--- config.mk ---
export PLATFORM = sky130hd
export DESIGN_NAME = dm_ctrl
export DESIGN_NICKNAME = d
export VERILOG_FILES = /design/src/rtl/dm_ctrl.sv
export SDC_FILE = /design/constraint.sdc
export NUM_CORES = 1
export LEC_CHECK = 0
export BUFFER_PORTS_ARGS = -buffer_cell sky130_fd_sc_hd__buf_2
export CELL_PAD_IN_SITES_DETAIL_PLACEMENT = 0
export CELL_PAD_IN_SITES_GLOBAL_PLACEMENT = 1
export CORE_ASPECT_RATIO = 1.75
export CORE_MARGIN = 4
export CORE_UTILIZATION = 35
export CTS_BUF_LIST = sky130_fd_sc_hd__clkbuf_2
export DETAILED_ROUTE_END_ITERATION = 10
export PLACE_DENSITY = 0.95
export SYNTH_ARGS = -nofsm -noshare
export SYNTH_HDL_FRONTEND = slang
export SYNTH_SLANG_ARGS = --single-unit
--- constraint.sdc ---
create_clock -name clk -period 4 [get_ports clk]
set_input_delay 0.2 -clock clk [delete_from_list [all_inputs] [get_ports clk]]
set_output_delay 0.2 -clock clk [all_outputs]
set_load 0.01 [all_outputs]
--- src/rtl/dm_ctrl.sv ---
// Round-robin two-port controller for a 1024x32 big-endian data memory; sub-word stores use read-modify-write.
// Optional define DM_CTRL_ALIGN_CHK_EN rejects misaligned half/word accesses with an error response.
module dm_ctrl #(
  parameter int   ADDR_W  = 10,
  parameter logic RR_INIT = 1'b1
) (
  input  logic              clk,
  input  logic              rst,
  input  logic              a_req,
  input  logic              a_we,
  input  logic [1:0]        a_size,
  input  logic              a_sext,
  input  logic [31:0]       a_addr,
  input  logic [31:0]       a_wdata,
  output logic              a_gnt,
  output logic              a_rvalid,
  output logic [31:0]       a_rdata,
  output logic              a_err,
  input  logic              b_req,
  input  logic              b_we,
  input  logic [1:0]        b_size,
  input  logic              b_sext,
  input  logic [31:0]       b_addr,
  input  logic [31:0]       b_wdata,
  output logic              b_gnt,
  output logic              b_rvalid,
  output logic [31:0]       b_rdata,
  output logic              b_err,
  output logic [ADDR_W-1:0] mem_addr,
  output logic              mem_re,
  output logic              mem_we,
  output logic [31:0]       mem_wdata,
  input  logic [31:0]       mem_rdata
);

  typedef enum logic [2:0] {S_IDLE, S_RD, S_MRG, S_WR, S_RESP} state_t;

  state_t            r_state;
  logic              r_last_gnt, r_owner, r_we, r_sext, r_err;
  logic [1:0]        r_size, r_lane;
  logic [ADDR_W-1:0] r_widx;
  logic [31:0]       r_wdata, r_rdata;

  logic        w_idle, w_gnt_a, w_gnt_b, w_we, w_sext, w_misalign;
  logic [1:0]  w_size;
  logic [31:0] w_addr, w_wdata;
  logic [7:0]  w_byte;
  logic [15:0] w_half;
  logic [31:0] w_load, w_merge;
  logic        w_unused;

  // Both requesting: the port that did not win last time gets the grant.
  assign w_idle  = (r_state == S_IDLE) && !rst;
  assign w_gnt_a = w_idle && a_req && (!b_req || r_last_gnt);
  assign w_gnt_b = w_idle && b_req && (!a_req || !r_last_gnt);

  assign w_we     = w_gnt_b ? b_we    : a_we;
  assign w_size   = w_gnt_b ? b_size  : a_size;
  assign w_sext   = w_gnt_b ? b_sext  : a_sext;
  assign w_addr   = w_gnt_b ? b_addr  : a_addr;
  assign w_wdata  = w_gnt_b ? b_wdata : a_wdata;
  assign w_unused = ^w_addr[31:ADDR_W+2];

`ifdef DM_CTRL_ALIGN_CHK_EN
  assign w_misalign = (w_size == 2'b01) ? w_addr[0] : (w_size[1] && (w_addr[1:0] != 2'b00));
`else
  assign w_misalign = 1'b0;
`endif

  // NOTE: every always_comb output gets a default first so no path leaves it unassigned (no latch).
  always_comb begin
    w_byte  = 8'h00;
    w_merge = mem_rdata;
    unique case (r_lane)
      2'd0:    w_byte = mem_rdata[31:24];
      2'd1:    w_byte = mem_rdata[23:16];
      2'd2:    w_byte = mem_rdata[15:8];
      default: w_byte = mem_rdata[7:0];
    endcase
    w_half = r_lane[1] ? mem_rdata[15:0] : mem_rdata[31:16];
    unique case (r_size)
      2'b00:   w_load = {{24{r_sext && w_byte[7]}}, w_byte};
      2'b01:   w_load = {{16{r_sext && w_half[15]}}, w_half};
      default: w_load = mem_rdata;
    endcase
    if (r_size == 2'b00) begin
      unique case (r_lane)
        2'd0:    w_merge[31:24] = r_wdata[7:0];
        2'd1:    w_merge[23:16] = r_wdata[7:0];
        2'd2:    w_merge[15:8]  = r_wdata[7:0];
        default: w_merge[7:0]   = r_wdata[7:0];
      endcase
    end else if (r_size == 2'b01) begin
      if (r_lane[1]) w_merge[15:0]  = r_wdata[15:0];
      else           w_merge[31:16] = r_wdata[15:0];
    end
  end

  // NOTE: sequential state uses non-blocking assignments; reset is synchronous, sampled on the clock edge.
  always_ff @(posedge clk) begin
    if (rst) begin
      r_state    <= S_IDLE;
      r_last_gnt <= RR_INIT;
      r_owner    <= 1'b0;
      r_we       <= 1'b0;
      r_size     <= 2'b00;
      r_sext     <= 1'b0;
      r_lane     <= 2'b00;
      r_widx     <= '0;
      r_wdata    <= '0;
      r_rdata    <= '0;
      r_err      <= 1'b0;
    end else begin
      unique case (r_state)
        S_IDLE: if (w_gnt_a || w_gnt_b) begin
          r_last_gnt <= w_gnt_b;
          r_owner    <= w_gnt_b;
          r_we       <= w_we;
          r_size     <= w_size;
          r_sext     <= w_sext;
          r_lane     <= w_addr[1:0];
          r_widx     <= w_addr[ADDR_W+1:2];
          r_wdata    <= w_wdata;
          r_rdata    <= '0;
          r_err      <= w_misalign;
          if (w_misalign)               r_state <= S_RESP;
          else if (!w_we || !w_size[1]) r_state <= S_RD;
          else                          r_state <= S_WR;
        end
        S_RD:  r_state <= S_MRG;
        S_MRG: begin
          if (!r_we) r_rdata <= w_load;
          r_state <= S_RESP;
        end
        S_WR:    r_state <= S_RESP;
        S_RESP:  r_state <= S_IDLE;
        default: r_state <= S_IDLE;
      endcase
    end
  end

  // The write strobe is gated by rst so a reset landing in MRG kills the pending write.
  assign mem_addr  = r_widx;
  assign mem_re    = (r_state == S_RD);
  assign mem_we    = !rst && ((r_state == S_WR) || ((r_state == S_MRG) && r_we));
  assign mem_wdata = (r_state == S_WR) ? r_wdata :
                     ((r_state == S_MRG) && r_we) ? w_merge : 32'h0;

  assign a_gnt    = w_gnt_a;
  assign b_gnt    = w_gnt_b;
  assign a_rvalid = (r_state == S_RESP) && !r_owner;
  assign b_rvalid = (r_state == S_RESP) &&  r_owner;
  assign a_rdata  = a_rvalid ? r_rdata : 32'h0;
  assign b_rdata  = b_rvalid ? r_rdata : 32'h0;
  assign a_err    = a_rvalid && r_err;
  assign b_err    = b_rvalid && r_err;

endmodule
==> results by group, run 1 <==
Synthesis
  • Post-Syn Area: around 5400 um2
  • FF+latch count, synth: 85
  • Sequential-to-total area share from yosys stat: 31.26%
  • Netlist cell types: 53
  • Post-Synth Adder-Cell Area: 0%
  • YS warnings: 0
  • Post-synthesis xor/xnor area fraction: 0%
  • Synth Area in Compound Gates: between 20% and 30%
  • Ys async rst share: 0%
  • Post-synthesis mux area share: under 10%
  • EDFF count, synth: 0
  • Top FF cell, synth: dfxtp_1
  • Post-Synth Simple-Gate Area: 29.97%
  • Syn Inst Count: 713
  • Mapped Avg Cell Area: 7.635 um2
  • Largest family of logic cells by synthesized area: simple AND/OR/NAND/NOR gates

Final layout
  • Most frequent cells in the layout: 243 x buf_2, 148 x nand2_1, 115 x dlygate4sd3_1, 85 x dfxtp_1, 66 x and2_1
  • Post-synthesis to final-layout area growth: 45.16%
  • Non-Filler Instances: 1213
  • Commonest non-fill, non-tap cell in the layout: buf_2
  • Fillcell total: 1510
  • Layout cells sized above 1: 30.31%
  • Fin util: 51.60%
  • Final nets: 1195

Power
  • Worst vdd ir: around 0.14 mV
  • NetSw: 802.5 uW
  • P_leak: roughly 0.0037 uW
  • Sw Ratio: 36.00%
  • PD cells: roughly 280 nW/um2
  • Clock Power Share: 19.2%
  • Flop pwr share: 44.8%
  • Internal power: 1427 uW
  • Logic pwr share: 36.0%

CTS
  • Post-CTS Resized: 0
  • Clock tree buffer depth: 2
  • Post-CTS Setup Bufs: 0
  • CTS sink count: 85
  • CTS tree: built
  • Htree depth: 3
  • Worst skew pair latency: 530 ps
  • CTS clk-pin slew, worst paths: about 220 ps
  • CTS root buffer: clkbuf_2
  • CTS Buf Count: 9

Floorplan
  • I/O pins: 286
  • CORE AREA: ~15000 um2
  • Die Span Y: 173.0 um
  • Total Die Area: 17690 um2
  • Die width: 102.3 um
  • Num rows: 60
  • Initial Utilization: 35.55%

Detailed routing
  • DRT iter0 DRCs: 378
  • Drt wl/cell: 17.09 um
  • WL final: roughly 21000 um
  • DR pass1 iterations: 5
  • Antenna Violating Nets Remaining: 0
  • Via count: 6258
  • DRC viols: 0
  • Via density: 5.159

Global routing
  • GR Overflow Total: 0
  • Vias in the first global route: 6216
  • All-layer global routing usage: 23.26%
  • Initial antenna violation count: 1
  • First-pass GRT wire length: 32420 um
  • Largest net degree at the start of global routing: 62

Hold path
  • Worst min-delay path category: in -> reg

Timing
  • Setup ws final: 880.6 ps
  • Setup TNS: 0 ps
  • Max Fclk: 320.6 MHz
  • Final setup fails: 0
  • Min Tclk post-route: 3119 ps
  • Slew Viols, Final: 0
  • RSZ-0062 raised after global routing: false
  • Final Hold Fails: 0
  • Final period utilization: about 78%
  • Setup skew after layout: ~14 ps
  • Max-slew headroom: 20.75%
  • Worst Tran Pin Value: 1186 ps

Placement
  • Gpl congestion: 0.8880
  • Pre-CTS worst setup slack: 1513 ps
  • Hpwl dp: 14780 um
  • I/O Buffers: approximately 240
  • Placed cell count: 1083

Critical path
  • Worst path slowest cell: a21oi_1
  • Launching element type of the critical path: flop
  • Crit Path Category: reg -> out
  • Slowest cell delay on critical path: 720 ps
  • Worst endpoint required time: ~3800 ps
  • Critical path arrival: 2920 ps
  • Crit end category: output pin
  • Crit-path cells: nor2b_1 > nand3b_1 > a21oi_1 > a22o_1 > buf_2
  • CP max FO: 17

Run
  • Max-Cap Viols: 0

Outcome
  • Status: completed
-- worst paths after layout --
| path | startpoint | endpoint | slack (ps) | cells after the start |
|---|---|---|---|---|
| hold / removal | mem_rdata[8] | r_rdata[8] | 50 | 3 |
| setup / recovery | r_state[1] | mem_wdata[6] | 880 | 5 |
| hold reg to reg | r_rdata[21] | r_rdata[21] | 470 | 2 |
| setup reg to reg | r_state[0] | r_wdata[19] | 1030 | 6 |
-- cell usage after synthesis (9+ instances only) --
master	instances	area share, %
clkbuf_1	35	2.4
a21o_1	9	1.2
nand2_1	148	10
a22o_1	9	1.4
dfxtp_1	85	31
a21oi_1	34	3.1
a311oi_1	16	2.6
and2_1	66	7.6
nor2_1	60	4.1
buf_2	22	2.0
o21ai_1	18	1.7
inv_1	11	0.76
a32o_1	9	1.7
or3_1	15	1.7
o21ai_0	30	2.8
nand2b_1	10	1.1
a311oi_2	30	8.3
nor3_1	10	0.92
mux2i_1	19	3.5
-- kinds of logic (layout without fill, tap and decap cells) --
group	count (synthesis)	after routing
mux	21	21
flops	85	85
buf+inv	82	394
simple gates	335	335
compound gates	189	189
other cells	1	3
-- metrics by stage --
step,power (uW),cell area (um2),hold WS [ps]
after floorplan,1459,5448,359.0
after global placement,1666,6655,441.4
after detailed placement,1678,6655,448.9
after CTS,2233,7890,0.1952
after global routing,2372,7903,1.437
final,2229,7903,48.08
-- power by group through the flow --
stage                     clock network (uW)  logic, uW  registers (uW)
after global routing                     480        883            1010
after CTS                                447        789             997
after detailed placement                   0        663            1020
after global placement                     0        653            1010
after floorplan                            0        474             986
final                                    429        802             999
-- what timing repair did --
item	4_1_cts	5_1_grt
endpoints found under the hold margin	68	1
setup endpoints to repair	0	0
hold buffers	114	1
-- state kept, by name, indices dropped and copies added (netlist names) --
name,flops
r_size,2
mem_addr,10
r_owner,1
r_state,3
r_wdata,32
r_lane,2
r_sext,1
r_rdata,32
r_we,1
r_last_gnt,1
-- metal layers --
layer / GRT usage, % / share of wire [%] / up-vias
met2: 40.42 / 52 / 252
met4: 14.56 / 6.5 / 0
met5: 0 / 0 / -
met3: 4.643 / 5.5 / 67
li1: - / - / 3125
met1: 24.93 / 36 / 2814
-- critical path: cells and delay by family (launching register included) --
family                 cells  cell delay, ps
DFF                        1             590
AOI/OAI and AO/OA          2             970
and+or+nand+nor            2             680
buffers and inverters      1             130
-- layout make-up --
type	instances	area, um2	area share (%)
diodes	1	2.502	0.03167
repair buffers	367	2435	30.81
clock inverters	3	38.79	0.4908
flip-flops and latches	85	1702	21.53
multi-input cells	547	3388	42.88
well taps	186	232.7	2.945
clock buffers	11	55.05	0.6966
inverters	13	48.80	0.6175
Note: power is estimated with default switching activity, not from simulation.
==> run 2: changes to the inputs <==
--- a/config.mk
+++ b/config.mk
@@ -10,10 +10,10 @@
 export CELL_PAD_IN_SITES_GLOBAL_PLACEMENT = 1
 export CORE_ASPECT_RATIO = 1.75
 export CORE_MARGIN = 4
-export CORE_UTILIZATION = 35
+export CORE_UTILIZATION = 29
 export CTS_BUF_LIST = sky130_fd_sc_hd__clkbuf_2
 export DETAILED_ROUTE_END_ITERATION = 10
-export PLACE_DENSITY = 0.95
+export PLACE_DENSITY = 0.91
 export SYNTH_ARGS = -nofsm -noshare
 export SYNTH_HDL_FRONTEND = slang
 export SYNTH_SLANG_ARGS = --single-unit
==> constraint.sdc (replaced) <==
create_clock -name clk -period 2.7 [get_ports clk]
set_input_delay 0.135 -clock clk [delete_from_list [all_inputs] [get_ports clk]]
set_output_delay 0.135 -clock clk [all_outputs]
set_load 0.01 [all_outputs]
==> run 2 against run 1 <==
  * Critical path depth increased by 1
  * Count of clock-buffer cells in the layout decreased by 2
  * Highest routed layer unchanged
  * Sequential share of layout area decreased by 0.86 points
  * Critical path type is now reg -> reg
  * Routed wire length increased by 4.7%
  * Largest cell class unchanged
==> results by group, run 2 (synthesis results as in run 1) <==
Outcome
  • Status: completed (unchanged)

Detailed routing
  • DRC viols: 0 (unchanged)
  • DR pass1 iterations: 4 (was 5)
  • DRT iter0 DRCs: 334 (was 378)
  • Via density: 4.968 (was 5.159)
  • Drt wl/cell: 16.74 um (was 17.09 um)
  • Via count: 6439 (was 6258)
  • WL final: 21700 um (was 20730 um)
  • Antenna Violating Nets Remaining: 0 (unchanged)

Timing
  • Slew Viols, Final: 0 (unchanged)
  • Worst Tran Pin Value: 747.2 ps (was 1186 ps)
  • Final Hold Fails: 0 (unchanged)
  • Final setup fails: 0 (unchanged)
  • Hold Slack: 69.01 ps (was 48.08 ps)
  • Max Fclk: roughly 400 MHz
  • Max-slew headroom: 50.00% (was 20.75%)
  • Setup skew after layout: 40.22 ps (was 14.12 ps)
  • Setup TNS: 0 ps (unchanged)
  • Min Tclk post-route: 2517 ps
  • RSZ-0062 raised after global routing: false (unchanged)
  • Final period utilization: approximately 93%

Floorplan
  • Total Die Area: 21110 um2 (was 17690 um2)
  • I/O pins: 286 (unchanged)
  • CORE AREA: 18500 um2 (was 15310 um2)
  • Initial Utilization: 29.43% (was 35.55%)
  • Num rows: 66 (was 60)
  • Die Span Y: 189.3 um (was 173.0 um)
  • Die width: 111.6 um (was 102.3 um)

Hold path
  • Hold path start: b_req (was mem_rdata[8])
  • Worst min-delay path category: in -> reg (unchanged)

Global routing
  • All-layer global routing usage: 20.08% (was 23.26%)
  • First-pass GRT wire length: 33770 um (was 32420 um)
  • Initial antenna violation count: 1 (unchanged)
  • GR Overflow Total: 0 (unchanged)
  • Largest net degree at the start of global routing: 65 (was 62)
  • Vias in the first global route: 6465 (was 6216)

Final layout
  • Layout cells sized above 1: 31.13% (was 30.31%)
  • Fillcell total: 1865 (was 1510)
  • Commonest non-fill, non-tap cell in the layout: buf_2 (unchanged)
  • Non-Filler Instances: 1296 (was 1213)
  • Final nets: 1224 (was 1195)
  • Post-synthesis to final-layout area growth: 51.85% (was 45.16%)
  • Most frequent cells in the layout: 243 x buf_2, 148 x nand2_1, 133 x dlygate4sd3_1, 81 x dfxtp_1, 66 x and2_1 (was 243 x buf_2, 148 x nand2_1, 115 x dlygate4sd3_1, 85 x dfxtp_1, 66 x and2_1)
  • Final instance area: 8267 um2 (was 7903 um2)

CTS
  • CTS tree: built (unchanged)
  • CTS clk-pin slew, worst paths: 270 ps (was 220 ps)
  • CTS Buf Count: 9 (unchanged)
  • Worst skew pair latency: 570 ps (was 530 ps)
  • CTS sink count: 85 (unchanged)
  • Clock tree buffer depth: 2 (unchanged)
  • CTS root buffer: clkbuf_2 (unchanged)
  • Htree depth: 3 (unchanged)

Placement
  • Placed cell count: 1144 (was 1083)
  • Hpwl dp: 15940 um (was 14780 um)
  • Post-DP Area: 6800 um2 (was 6655 um2)
  • I/O Buffers: 243 (unchanged)
  • Gpl congestion: 0.9415 (was 0.8880)

Power
  • P_leak: 0.003862 uW (was 0.003748 uW)
  • Worst vdd ir: 0.2086 mV (was 0.1434 mV)
  • PD cells: 399.4 nW/um2 (was 282.1 nW/um2)

Critical path
  • Worst endpoint required time: 3210 ps (was 3800 ps)
  • R2R Path Start: r_state[2] (was r_state[0])
  • CP max FO: 64 (was 17)
  • Crit end category: flop (was output pin)
  • Crit Path Category: reg -> reg (was reg -> out)
  • Launching element type of the critical path: flop (unchanged)
  • Crit path launch: r_state[2] (was r_state[1])
  • Critical path arrival: 3030 ps (was 2920 ps)

Run
  • Max-Cap Viols: 0 (unchanged)
-- run 2: power by group --
part           switching, uW  internal (uW)
registers                134           1370
logic                    639            578
clock network            471            112
total                   1240           2060
-- run 2: cell type report --
| type | instances | area, um2 | area share [%] |
|---|---|---|---|
| Sequential cell | 85 | 1709 | 20.68 |
| Timing Repair Buffer | 396 | 2710 | 32.78 |
| Antenna cell | 1 | 2.502 | 0.03027 |
| Multi-Input combinational cell | 547 | 3410 | 41.24 |
| Clock buffer | 9 | 45.04 | 0.5449 |
| Clock inverter | 7 | 42.54 | 0.5146 |
| Tap cell | 238 | 297.8 | 3.602 |
| Inverter | 13 | 50.05 | 0.6054 |
-- run 2: worst max-delay path, stage by stage (launching register included) --
cell,delay (ps)
dfxtp_1,460
nor4_4,380
o21a_4,320
buf_12,330
nor2_1,110
a311oi_2,270
dlygate4sd3_1,580
-- run 2: final timing paths --
kind / to / slack (ps) / depth (start not counted)
setup / recovery: mem_addr[1] / 180 / 6
hold / removal: r_we / 70 / 3
setup reg to reg: mem_addr[1] / 180 / 6
hold reg to reg: r_rdata[29] / 470 / 2
-- run 2: per-layer routing --
layer  GRT usage [%]  wire, um
met1           20.14      7760
met2           36.68     11230
met3           4.413      1224
met4           13.40      1484
met5               0         0
-- run 2: stage by stage --
stage	utilization (%)	setup slack, ps	power (uW)
after global placement	36.76	552.0	2487
after global routing	44.69	8.668	3518
after CTS	44.53	3.002	3304
after detailed placement	36.76	525.7	2506
final	44.69	183.1	3302
after floorplan	-	1067	2162
-- run 2: timing repair --
action | 4_1_cts | 5_1_grt
endpoints found under the hold margin | 82 | 0
gates resized for setup | 2 | 12
hold buffers | 133 | 0
setup buffers | 2 | 0
setup endpoints to repair | 24 | 40
==> run 3: changes to the inputs <==
--- a/config.mk
+++ b/config.mk
@@ -5,6 +5,7 @@
 export SDC_FILE = /design/constraint.sdc
 export NUM_CORES = 1
 export LEC_CHECK = 0
+export ABC_AREA = 1
 export BUFFER_PORTS_ARGS = -buffer_cell sky130_fd_sc_hd__buf_2
 export CELL_PAD_IN_SITES_DETAIL_PLACEMENT = 0
 export CELL_PAD_IN_SITES_GLOBAL_PLACEMENT = 1
@@ -13,7 +14,7 @@
 export CORE_UTILIZATION = 29
 export CTS_BUF_LIST = sky130_fd_sc_hd__clkbuf_2
 export DETAILED_ROUTE_END_ITERATION = 10
-export PLACE_DENSITY = 0.91
+export PLACE_DENSITY = 0.92
 export SYNTH_ARGS = -nofsm -noshare
 export SYNTH_HDL_FRONTEND = slang
 export SYNTH_SLANG_ARGS = --single-unit
==> run 3 against run 2 <==
  * Critical endpoint is now mem_wdata[15]
  * Final area rose by 4.4%
  * First-iteration DRC count up 47%
  * Sequential power barely moved
  * Critical path type is now reg -> out
  * Non-clock buffer count shrank 18
  * Synthesized area up 9.8%
  * Synthesized cell count up 35%
==> results by group, run 3 <==
Outcome
  • Status: completed (unchanged)

Final layout
  • Fin util: 42.55% (was 44.69%)
  • Most frequent cells in the layout: 243 x buf_2, 226 x nand2_1, 124 x dlygate4sd3_1, 108 x o21ai_0, 101 x inv_1 (was 243 x buf_2, 148 x nand2_1, 133 x dlygate4sd3_1, 81 x dfxtp_1, 66 x and2_1)
  • Layout cells sized above 1: 26.05% (was 31.13%)
  • Post-synthesis to final-layout area growth: 44.44% (was 51.85%)
  • Final nets: 1453 (was 1224)
  • Commonest non-fill, non-tap cell in the layout: buf_2 (unchanged)

Global routing
  • First-pass GRT wire length: 39980 um (was 33770 um)
  • All-layer global routing usage: 22.11% (was 20.08%)
  • GR Overflow Total: 0 (unchanged)
  • Vias in the first global route: 7430 (was 6465)
  • Initial antenna violation count: 1 (unchanged)
  • Largest net degree at the start of global routing: 74 (was 65)

Synthesis
  • Mapped Avg Cell Area: 6.220 um2 (was 7.635 um2)
  • Top post-synthesis cells by count: 227 x nand2_1, 108 x o21ai_0, 102 x inv_1, 95 x nor2_1, 85 x dfxtp_1 (was 148 x nand2_1, 85 x dfxtp_1, 66 x and2_1, 60 x nor2_1, 35 x clkbuf_1)
  • Post-Syn Area: 5977 um2 (was 5444 um2)
  • Post-Synth Adder-Cell Area: 0% (unchanged)
  • Area contributors post-synth: dfxtp_1 28%, nand2_1 14%, o21ai_0 9.0% (was dfxtp_1 31%, nand2_1 10%, a311oi_2 8.3%)
  • FF+latch count, synth: 85 (unchanged)
  • YS warnings: 0 (unchanged)
  • Post-Synth Simple-Gate Area: 27.72% (was 29.97%)
  • Ys async rst share: 0% (unchanged)
  • Sequential-to-total area share from yosys stat: 28.47% (was 31.26%)
  • Most common cell in the synthesized netlist: nand2_1 (unchanged)
  • EDFF count, synth: 0 (unchanged)
  • Post-synthesis xor/xnor area fraction: 0% (unchanged)
  • Synth Area in Compound Gates: 30.48% (was 27.81%)
  • Netlist cell types: 34 (was 53)
  • Syn Inst Count: 961 (was 713)
  • Post-synth top area cell: dfxtp_1 (unchanged)
  • Largest family of logic cells by synthesized area: compound AO/OA/AOI/OAI gates (was simple AND/OR/NAND/NOR gates)
  • Post-synthesis mux area share: 0% (was 3.907%)
  • Top FF cell, synth: dfxtp_1 (unchanged)
  • Share of Yosys cell area claimed by the top area cell type: 28.47% (was 31.26%)

Critical path
  • Worst R2R End: r_wdata[13] (was mem_addr[1])
  • Crit-path cells: inv_2 > nand2_2 > nand2_1 > o21ai_0 > o2bb2ai_1 > nand2_1 > o21ai_1 > buf_2 (was nor4_4 > o21a_4 > buf_12 > nor2_1 > a311oi_2 > dlygate4sd3_1)
  • Worst endpoint required time: 2570 ps (was 3210 ps)
  • Crit Path Category: reg -> out (was reg -> reg)
  • CP max FO: 16 (was 64)
  • Crit end category: output pin (was flop)
  • Slowest cell delay on critical path: 730 ps (was 580 ps)
  • R2R Path Start: r_state[1] (was r_state[2])
  • Launching element type of the critical path: flop (unchanged)
  • R2R depth: 9 (was 6)
  • Worst path slowest cell: dfxtp_1 (was dlygate4sd3_1)
  • R2r setup slk: 230 ps (was 180 ps)
  • Critical path arrival: 2380 ps (was 3030 ps)
  • Worst path most repeated cell: nand2_1
  • Crit path launch: r_lane[0] (was r_state[2])

Hold path
  • Worst min-delay path category: in -> reg (unchanged)
  • Worst hold stages: 5 (was 3)
  • Worst Hold Path EP: r_rdata[5] (was r_we)
  • Hold path start: mem_rdata[5] (was b_req)

Timing
  • Min Tclk post-route: 2512 ps (was 2517 ps)
  • Max Fclk: 398.1 MHz (was 397.3 MHz)
  • Final setup fails: 0 (unchanged)
  • Setup skew after layout: 38.79 ps (was 40.22 ps)
  • Final period utilization: 93.03% (was 93.22%)
  • RSZ-0062 raised after global routing: false (unchanged)
  • Final Hold Fails: 0 (unchanged)
  • Worst Tran Pin Value: 953.5 ps (was 747.2 ps)
  • Max-slew headroom: 36.37% (was 50.00%)
  • Slew Viols, Final: 0 (unchanged)
  • Setup TNS: 0 ps (unchanged)

CTS
  • Post-CTS Setup Bufs: 0 (was 2)
  • CTS root buffer: clkbuf_2 (unchanged)
  • CTS sink count: 85 (unchanged)
  • Worst skew pair latency: 590 ps (was 570 ps)
  • Htree depth: 3 (unchanged)
  • CTS tree: built (unchanged)
  • CTS Buf Count: 9 (unchanged)
  • CTS clk-pin slew, worst paths: 270 ps (about the same)
  • Clock tree buffer depth: 2 (unchanged)

Run
  • Max-Cap Viols: 0 (unchanged)

Detailed routing
  • Via density: 5.032 (was 4.968)
  • DRC viols: 0 (unchanged)
  • DRT iter0 DRCs: 492 (was 334)
  • Drt wl/cell: 17.02 um (was 16.74 um)
  • Via count: 7724 (was 6439)
  • Antenna Violating Nets Remaining: 0 (unchanged)
  • WL final: 26120 um (was 21700 um)
  • DR pass1 iterations: 5 (was 4)

Placement
  • Hpwl dp: 19240 um (was 15940 um)
  • I/O Buffers: 243 (unchanged)
  • Gpl congestion: 0.9438 (was 0.9415)

Power
  • Pwr Total: 3679 uW (was 3302 uW)
  • PD cells: 426.2 nW/um2 (was 399.4 nW/um2)
  • P_leak: 0.003940 uW (was 0.003862 uW)
  • Worst vdd ir: 0.2957 mV (was 0.2086 mV)

Floorplan
  • Initial Utilization: 29.46% (was 29.43%)
  • Die width: 116.5 um (was 111.6 um)
  • CORE AREA: 20290 um2 (was 18500 um2)
  • I/O pins: 286 (unchanged)
  • Die Span Y: 197.9 um (was 189.3 um)
  • Num rows: 69 (was 66)
  • Total Die Area: 23060 um2 (was 21110 um2)
-- run 3: cell count changes in the layout (fill, tap and decap cells not counted), moves of 17 or more --
cell,change
nand3_1,+27
nand2_1,+78
a21oi_1,+25
a311oi_2,-30
o21ai_1,+19
and2_1,-66
a31oi_1,+39
inv_1,+90
nor2_1,+35
mux2i_1,-19
a21oi_2,+17
o21ai_0,+78
-- run 3: logic make-up after synthesis --
group | count (synthesis)
AOI/OAI and AO/OA | 313
other | 1
and+or+nand+nor | 379
DFF | 85
buffers and inverters | 183
-- run 3: report_power, final --
group / internal, uW / switching, uW / leakage (uW)
logic: 588 / 912 / 0.00317
clock network: 227 / 485 / 0.0000769
registers: 1370 / 98.5 / 0.000697
total: 2180 / 1500 / 0.00394
-- run 3: repair_timing --
action	in CTS	in global routing
endpoints found under the hold margin	74	0
resized for setup	3	10
hold buffers	124	0
setup endpoints to repair	20	43
-- run 3: area by class of cell --
class	count	area, um2
Fill cell	2091	11650
Clock buffer	10	50.05
Multi-Input combinational cell	694	3498
Inverter	113	440.4
Timing Repair Buffer	378	2552
Antenna cell	1	2.502
Tap cell	248	310.3
Sequential cell	85	1709
Clock inverter	6	70.07
-- run 3: per-stage QoR --
| step | setup slack [ps] | hold slack [ps] | cell area [um2] | instances |
|---|---|---|---|---|
| after global routing | 28.97 | 20.39 | 8633 | 1535 |
| after floorplan | 1163 | 294.4 | 5981 | 962 |
| final | 188.1 | 50.27 | 8633 | 1535 |
| after detailed placement | 521.4 | 410.6 | 7238 | 1394 |
| after global placement | 536.5 | 404.1 | 7238 | 1394 |
| after CTS | 6.650 | 5.476 | 8607 | 1534 |
-- run 3: how the worst max path moves through the flow --
stage	endpoint	slack [ps]	cells past startpoint
after floorplan	mem_wdata[6]	1160	11
after global placement	mem_wdata[11]	540	7
after detailed placement	mem_wdata[13]	520	7
after CTS	mem_wdata[13]	7	7
after global routing	a_rdata[25]	30	6
final	mem_wdata[15]	190	8
-- run 3: critical path: cells and delay by family (launching register included) --
| family | cells | cell delay (ps) |
|---|---|---|
| flops | 1 | 730 |
| simple gates | 3 | 410 |
| buf+inv | 2 | 330 |
| compound gates | 3 | 320 |
-- run 3: routing by layer --
layer  track usage [%]  vias to the layer above  routed length, um
met1             25.21                     3474              10080
met3             2.783                       79               1437
met2             38.85                      346              13050
met4             12.56                        0               1564
met5                 0                        -                  0
li1                  -                     3825                  -
